`config.mk`:
```
export PLATFORM = sky130hd
export DESIGN_NAME = ff_nvram_slave
export DESIGN_NICKNAME = d
export VERILOG_FILES = /design/src/rtl/ff_bus_pkg.sv /design/src/rtl/dpram_nib.sv /design/src/rtl/ff_nvram_slave.sv
export SDC_FILE = /design/constraint.sdc
export NUM_CORES = 2
export LEC_CHECK = 0
export ABC_AREA = 0
export CAP_MARGIN = 10
export CORE_MARGIN = 2
export CORE_UTILIZATION = 53
export DETAILED_ROUTE_END_ITERATION = 16
export PLACE_DENSITY_LB_ADDON = 0.25
export SYNTH_ARGS = -nofsm -noshare
export SYNTH_HDL_FRONTEND = slang
export SYNTH_HIERARCHICAL = 1
export SYNTH_SLANG_ARGS = --single-unit
export TNS_END_PERCENT = 30
```
`constraint.sdc`:
```
create_clock -name MCLK -period 3.5 [get_ports MCLK]
set_input_delay 0.35 -clock MCLK [delete_from_list [all_inputs] [get_ports MCLK]]
set_output_delay 0.35 -clock MCLK [all_outputs]
set_load 0.01 [all_outputs]
```
`src/rtl/ff_bus_pkg.sv`:
```
// ff_bus_pkg: shared state types and constants for the Food Fight NVRAM bus slave
package ff_bus_pkg;
    typedef enum logic [1:0] {IDLE, WAIT, ACK, REL} bus_st_t;
    typedef enum logic {C_IDLE, C_RUN} cp_st_t;
    localparam logic [22:0] NVRAM_BASE = 23'h400000;
    localparam logic [11:0] DT_PAD = 12'hFFF;
endpackage

```
`src/rtl/dpram_nib.sv`:
```
// dpram_nib: 256x4 true dual-port RAM with synchronous read; only the read registers reset
module dpram_nib (
    input  logic       clk,
    input  logic       rst,
    input  logic [7:0] addr_a,
    input  logic       we_a,
    input  logic [3:0] din_a,
    output logic [3:0] q_a,
    input  logic [7:0] addr_b,
    input  logic       we_b,
    input  logic [3:0] din_b,
    output logic [3:0] q_b
);
    logic [3:0] mem [256];
    always_ff @(posedge clk) begin
        if (we_a) mem[addr_a] <= din_a;
        if (we_b) mem[addr_b] <= din_b;
        q_a <= rst ? 4'h0 : mem[addr_a];
        q_b <= rst ? 4'h0 : mem[addr_b];
    end
endmodule

```
`src/rtl/ff_nvram_slave.sv`:
```
// ff_nvram_slave: 68K bus responder for the X2212-style NVRAM with STORE/RECALL copies and a host port
module ff_nvram_slave
    import ff_bus_pkg::*;
#(
    parameter logic [22:0] BASE  = NVRAM_BASE,
    parameter int          WAITS = 2
) (
    input  logic        MCLK,
    input  logic        RESET,
    input  logic [22:0] AD,
    input  logic        AS,
    input  logic        RW,
    input  logic        UDS,
    input  logic        LDS,
    input  logic [15:0] OD,
    output logic        DV,
    output logic        DTACK,
    output logic [15:0] DT,
    input  logic        STORE,
    input  logic        RECALL,
    output logic        BUSY,
    input  logic [7:0]  HST_AD,
    input  logic        HST_WE,
    input  logic [3:0]  HST_DI,
    output logic [3:0]  HST_DO
);
    localparam logic [3:0] WLAST = 4'(WAITS - 1);
    if (WAITS < 1 || WAITS > 15) begin : g_bad_waits
        $error("ff_nvram_slave: WAITS must be in 1..15");
    end
    bus_st_t    st;
    cp_st_t     cst;
    logic [3:0] wcnt;
    logic [8:0] ccnt;
    logic       sto_d, rec_d, pend, pend_rec, cp_rec;
    logic [3:0] ram_qa, ram_qb, sh_qb;
    logic       hit, sto_rise, rec_rise, req, req_rec, start, wr_go, cp_wr;
    logic [7:0] cp_wa;
    logic       unused;
    assign unused   = ^{UDS, OD[15:4]};
    assign hit      = AS && AD[22:8] == BASE[22:8];
    assign DV       = hit && !RESET;
    assign sto_rise = STORE && !sto_d;
    assign rec_rise = RECALL && !rec_d;
    assign req      = sto_rise || rec_rise || pend;
    assign req_rec  = rec_rise || (pend && pend_rec);
    assign start    = cst == C_IDLE && st == IDLE && req;
    assign wr_go    = st == WAIT && AS && wcnt == WLAST;
    // copy writes trail reads by one cycle because of the synchronous read port
    assign cp_wr    = cst == C_RUN && ccnt != 9'd0 && !RESET;
    assign cp_wa    = ccnt[7:0] - 8'd1;
    dpram_nib u_ram (
        .clk(MCLK), .rst(RESET),
        .addr_a(AD[7:0]), .we_a(wr_go && !RW && LDS && !RESET), .din_a(OD[3:0]), .q_a(ram_qa),
        .addr_b(cp_rec ? cp_wa : ccnt[7:0]), .we_b(cp_wr && cp_rec), .din_b(sh_qb), .q_b(ram_qb)
    );
    dpram_nib u_shadow (
        .clk(MCLK), .rst(RESET),
        .addr_a(HST_AD), .we_a(HST_WE && !(BUSY && !cp_rec)), .din_a(HST_DI), .q_a(HST_DO),
        .addr_b(cp_rec ? ccnt[7:0] : cp_wa), .we_b(cp_wr && !cp_rec), .din_b(ram_qb), .q_b(sh_qb)
    );
    always_ff @(posedge MCLK) begin
        if (RESET) begin
            st       <= IDLE;
            cst      <= C_IDLE;
            wcnt     <= 4'd0;
            ccnt     <= 9'd0;
            sto_d    <= 1'b0;
            rec_d    <= 1'b0;
            pend     <= 1'b0;
            pend_rec <= 1'b0;
            cp_rec   <= 1'b0;
            DTACK    <= 1'b0;
            DT       <= 16'h0000;
            BUSY     <= 1'b0;
        end else begin
            sto_d <= STORE;
            rec_d <= RECALL;
            case (st)
                IDLE: if (hit && !BUSY && !start) begin
                    st   <= WAIT;
                    wcnt <= 4'd0;
                end
                WAIT: if (!AS) st <= IDLE;
                else if (wcnt == WLAST) begin
                    st    <= ACK;
                    DTACK <= 1'b1;
                    if (RW) DT <= {DT_PAD, ram_qa};
                end else wcnt <= wcnt + 4'd1;
                ACK: if (!AS) begin
                    st    <= REL;
                    DTACK <= 1'b0;
                end
                default: st <= IDLE;
            endcase
            // edges seen while a copy runs are dropped; otherwise they wait for the bus to go idle
            if (cst == C_IDLE) begin
                if (start) begin
                    cst    <= C_RUN;
                    BUSY   <= 1'b1;
                    ccnt   <= 9'd0;
                    cp_rec <= req_rec;
                    pend   <= 1'b0;
                end else if (req) begin
                    pend     <= 1'b1;
                    pend_rec <= req_rec;
                end
            end else if (ccnt == 9'd256) begin
                cst  <= C_IDLE;
                BUSY <= 1'b0;
            end else ccnt <= ccnt + 9'd1;
        end
    end
endmodule

```
==> impl_metrics.toml <==
[worst_setup_path]
crit_fanout = 2
critPathCaptureType = "flop"
required_ns = 4.16
start_kind = "flop"
worstReg2RegEnd = "u_shadow/q_a[3]"
rrSetupSlack_ns = -0.14
path_class = "flop to flop"
arrival_ns = 4.29
rr_worst_depth = 8
r2r-start = "u_shadow/mem[32][3]"

[synthesis]
synth_top_cell_by_area = "edfxtp_1"
ys.warnings.count = 6
synth-seq-cells = 2092
synth-edff-count = 2048
synthesis.area_um2 = 130000
async_flop_share_pct = 0
synth_top_area_share_pct = 47.5
syn_nets = 9216
synth.mux.area_fraction_pct = 37.4
postSynthCellCount = 9151
synthSimpleGateAreaFrac_pct = 4.81
syn_area_per_cell_um2 = 14.2
synth-compound-area-share_pct = 5.69
ys_seq_area_share_pct = 48.2
netlist-cell-type-count = 80
synth_area_leaders = "edfxtp_1, mux2_2, mux4_2, mux2i_1, clkbuf_1"
synth_xor_area_share_pct = 0.108
synth_top_family_by_area = "multiplexers"
dominantRegCellSynth = "edfxtp_1"
synth_adder_area_share_pct = 0.0483

[sta]
maxSlewHeadroom_pct = 15.1
setup_slack_ns = -0.137
hold_viol_final = 0
fmax_mhz = 275
slew_violations = 0
setup_tns_ns = -2.85
worstMarginPinSlew_ns = 1.26
fin_crit_ns = 3.64
setup_viol = 95
timing.hold.ws_ns = 0.116
min_period_over_period_pct = 104
rsz0062_at_grt = "yes"
worst_clock_skew_ns = 0.0545

[power]
totalPowerFinal_w = 0.0695
power_frac_comb_pct = 24.3
pwr-share-seq_pct = 40.6
peakVddDrop_v = 0.000569
p_sw_share_pct = 30.7
p_int_w = 0.0482
leakagePower_nw = 48.7
powerDensity_nw_per_um2 = 467
clockPowerShare_pct = 35.0
power_switching_w = 0.0213

[route]
wire_per_inst_um = 36.4
wl_um = 468000
postRouteAntennaNets = 0
drc = 0
drt-pass1-iter-count = 6
drt_iter0_markers = 13200
vias_per_cell = 7.27
vias = 93300

[cts]
clk_pin_slew_ns = 0.06
cts_buffer_depth = 3
htreeDepth = 4
clockRootBuffer = "clkbuf_16"
cts_tree = "done"
clk_latency_ns = 0.90
numCtsBuffers = 222
clock_sinks = 2092
holdBufCountCts = 0

[cells_and_area]
drive_above_1_share_pct = 48.9
filler_cell_count = 18300
fin_nets = 9493
final_area_um2 = 149000
area_delta_synth_final_pct = 14.8
seq_area_um2 = 62400
multiInputGateArea_um2 = 63500

[grt]
grt_pass1_vias = 93100
grt_overflow_total = 0
antenna_found_initial = 19
grt_pass1_wl_um = 668000
grt_usage_pct = 36.8
grt_max_degree = 110

[placement]
io_buffers = 69
placed_area_um2 = 140000
hpwl_um = 318000
gp_congestion = 1.01

[hold_path]
worstHoldPathCells = 2
worstHoldEndpoint = "sto_d"
hold_start = "STORE"
min_path_type = "input pin to flop"

[flow_run]
cap_violations = 0

[run_status]
violations = "setup timing"
status = "complete, but fails checks"

[floorplanning]
die_w_um = 498
die_h_um = 498
core_um2 = 243000
start_util_pct = 53.3
ios = 83
dieArea_um2 = 248000
fp-row-count = 181
-- synthesized netlist by cell type, types with 60 or more instances --
| master | n |
|---|---|
| buf_1 | 60 |
| nor2_1 | 419 |
| mux2_2 | 2102 |
| o22ai_1 | 405 |
| o21ai_0 | 272 |
| mux4_2 | 894 |
| mux2i_1 | 466 |
| a22oi_1 | 128 |
| a21oi_1 | 72 |
| buf_4 | 69 |
| edfxtp_1 | 2048 |
| buf_2 | 183 |
| clkbuf_1 | 741 |
| nand3_1 | 168 |
| nor2b_1 | 80 |
| nand2_1 | 434 |
-- registers in the layout, summed over array words and instances (netlist names) --
name and count:
BUSY 1, DT 5, DTACK 1, ccnt 9, cp_rec 1, cst 1, pend 1, pend_rec 1
rec_d 1, st 2, sto_d 1, u_ram/mem 1024, u_ram/q_a 4, u_ram/q_b 4, u_shadow/mem 1024, u_shadow/q_a 4
u_shadow/q_b 4, wcnt 4
-- worst max-delay path, stage by stage, from the launching register on --
cell	delay [ns]
edfxtp_1	0.44
mux4_2	0.48
mux2i_1	0.25
o22ai_1	0.15
a2111oi_0	0.39
buf_4	0.18
nor4_1	0.11
nor4_1	1.08
a31oi_1	0.33
-- layout by cell type (no fill, tap or decap), types with 70 or more instances in the layout --
cell / n
mux2i_1: 465
nand3_1: 153
a21oi_1: 70
nor2_1: 321
mux4_2: 894
o22ai_1: 399
nor2_2: 79
buf_12: 193
nand2_1: 419
o21ai_0: 246
mux2_2: 2102
clkbuf_16: 225
a22oi_1: 128
buf_4: 853
edfxtp_1: 2048
-- stage by stage --
stage | util (%) | cells | worst slack, ns
finish | 61.1 | 12800 | -0.137
global route | 61.1 | 12800 | -0.141
CTS | 60.9 | 12800 | -0.111
detailed placement | 57.6 | 12400 | -0.330
global placement | 57.6 | 12400 | -0.553
floorplan | - | 9151 | 0.293
-- cells by family (layout without fill, tap and decap cells) --
| kind of cell | after synthesis | after routing |
|---|---|---|
| adder cells (fa/ha/maj) | 5 | 5 |
| AO/OA/AOI/OAI | 1128 | 1128 |
| XOR/XNOR | 16 | 16 |
| AND/OR/NAND/NOR | 1350 | 1350 |
| buffers and inverters | 1098 | 1568 |
| multiplexers | 3462 | 3462 |
| other | 0 | 10 |
| flip-flops | 2092 | 2092 |
-- final cells by class --
| class | count | share of cell area, % |
|---|---|---|
| sequential | 2092 | 42.0 |
| inverter | 13 | 0.0379 |
| antenna | 10 | 0.0168 |
| tap | 3202 | 2.69 |
| clock buffer | 273 | 3.91 |
| multi-input combinational | 5961 | 42.7 |
| timing repair buffer | 1138 | 7.64 |
| clock inverter | 144 | 1.04 |
-- power by group through the flow --
stage          clock network (W)  logic, W  registers [W]
3_3_place_gp                   0    0.0158         0.0287
6_report                  0.0243    0.0169         0.0282
4_1_cts                   0.0245    0.0162         0.0282
5_1_grt                   0.0254    0.0172         0.0282
2_1_floorplan                  0   0.00971         0.0281
3_5_place_dp                   0    0.0159         0.0287
-- layer usage --
metal / track usage, % / wire [µm] / vias to the layer above
li1: - / - / 37400
met1: 46.6 / 164000 / 47300
met2: 57.9 / 216000 / 6946
met3: 6.94 / 50000 / 1587
met4: 24.8 / 37800 / 8
met5: 0 / 55 / -
-- worst max path at each step --
stage / from / endpoint / slack (ns) / depth (start not counted)
after global placement: ccnt[0] / u_ram/mem[132][0] / -0.55 / 13
final: u_shadow/mem[32][3] / u_shadow/q_a[3] / -0.14 / 8
after floorplan: cp_rec / u_ram/mem[200][0] / 0.29 / 11
after CTS: ccnt[1] / u_ram/q_b[2] / -0.11 / 13
after detailed placement: ccnt[0] / u_shadow/q_b[0] / -0.33 / 14
after global routing: ccnt[1] / u_shadow/q_b[2] / -0.14 / 19
-- timing repair --
action / 4_1_cts / 5_1_grt
pin swaps: 9 / 8
gates cloned: 2 / 1
endpoints found under the setup margin: 1533 / 1438
buffers inserted: 4 / 4
resized for setup: 101 / 174
endpoints found under the hold margin: 0 / 0
Power figures use the tool's default switching activity.
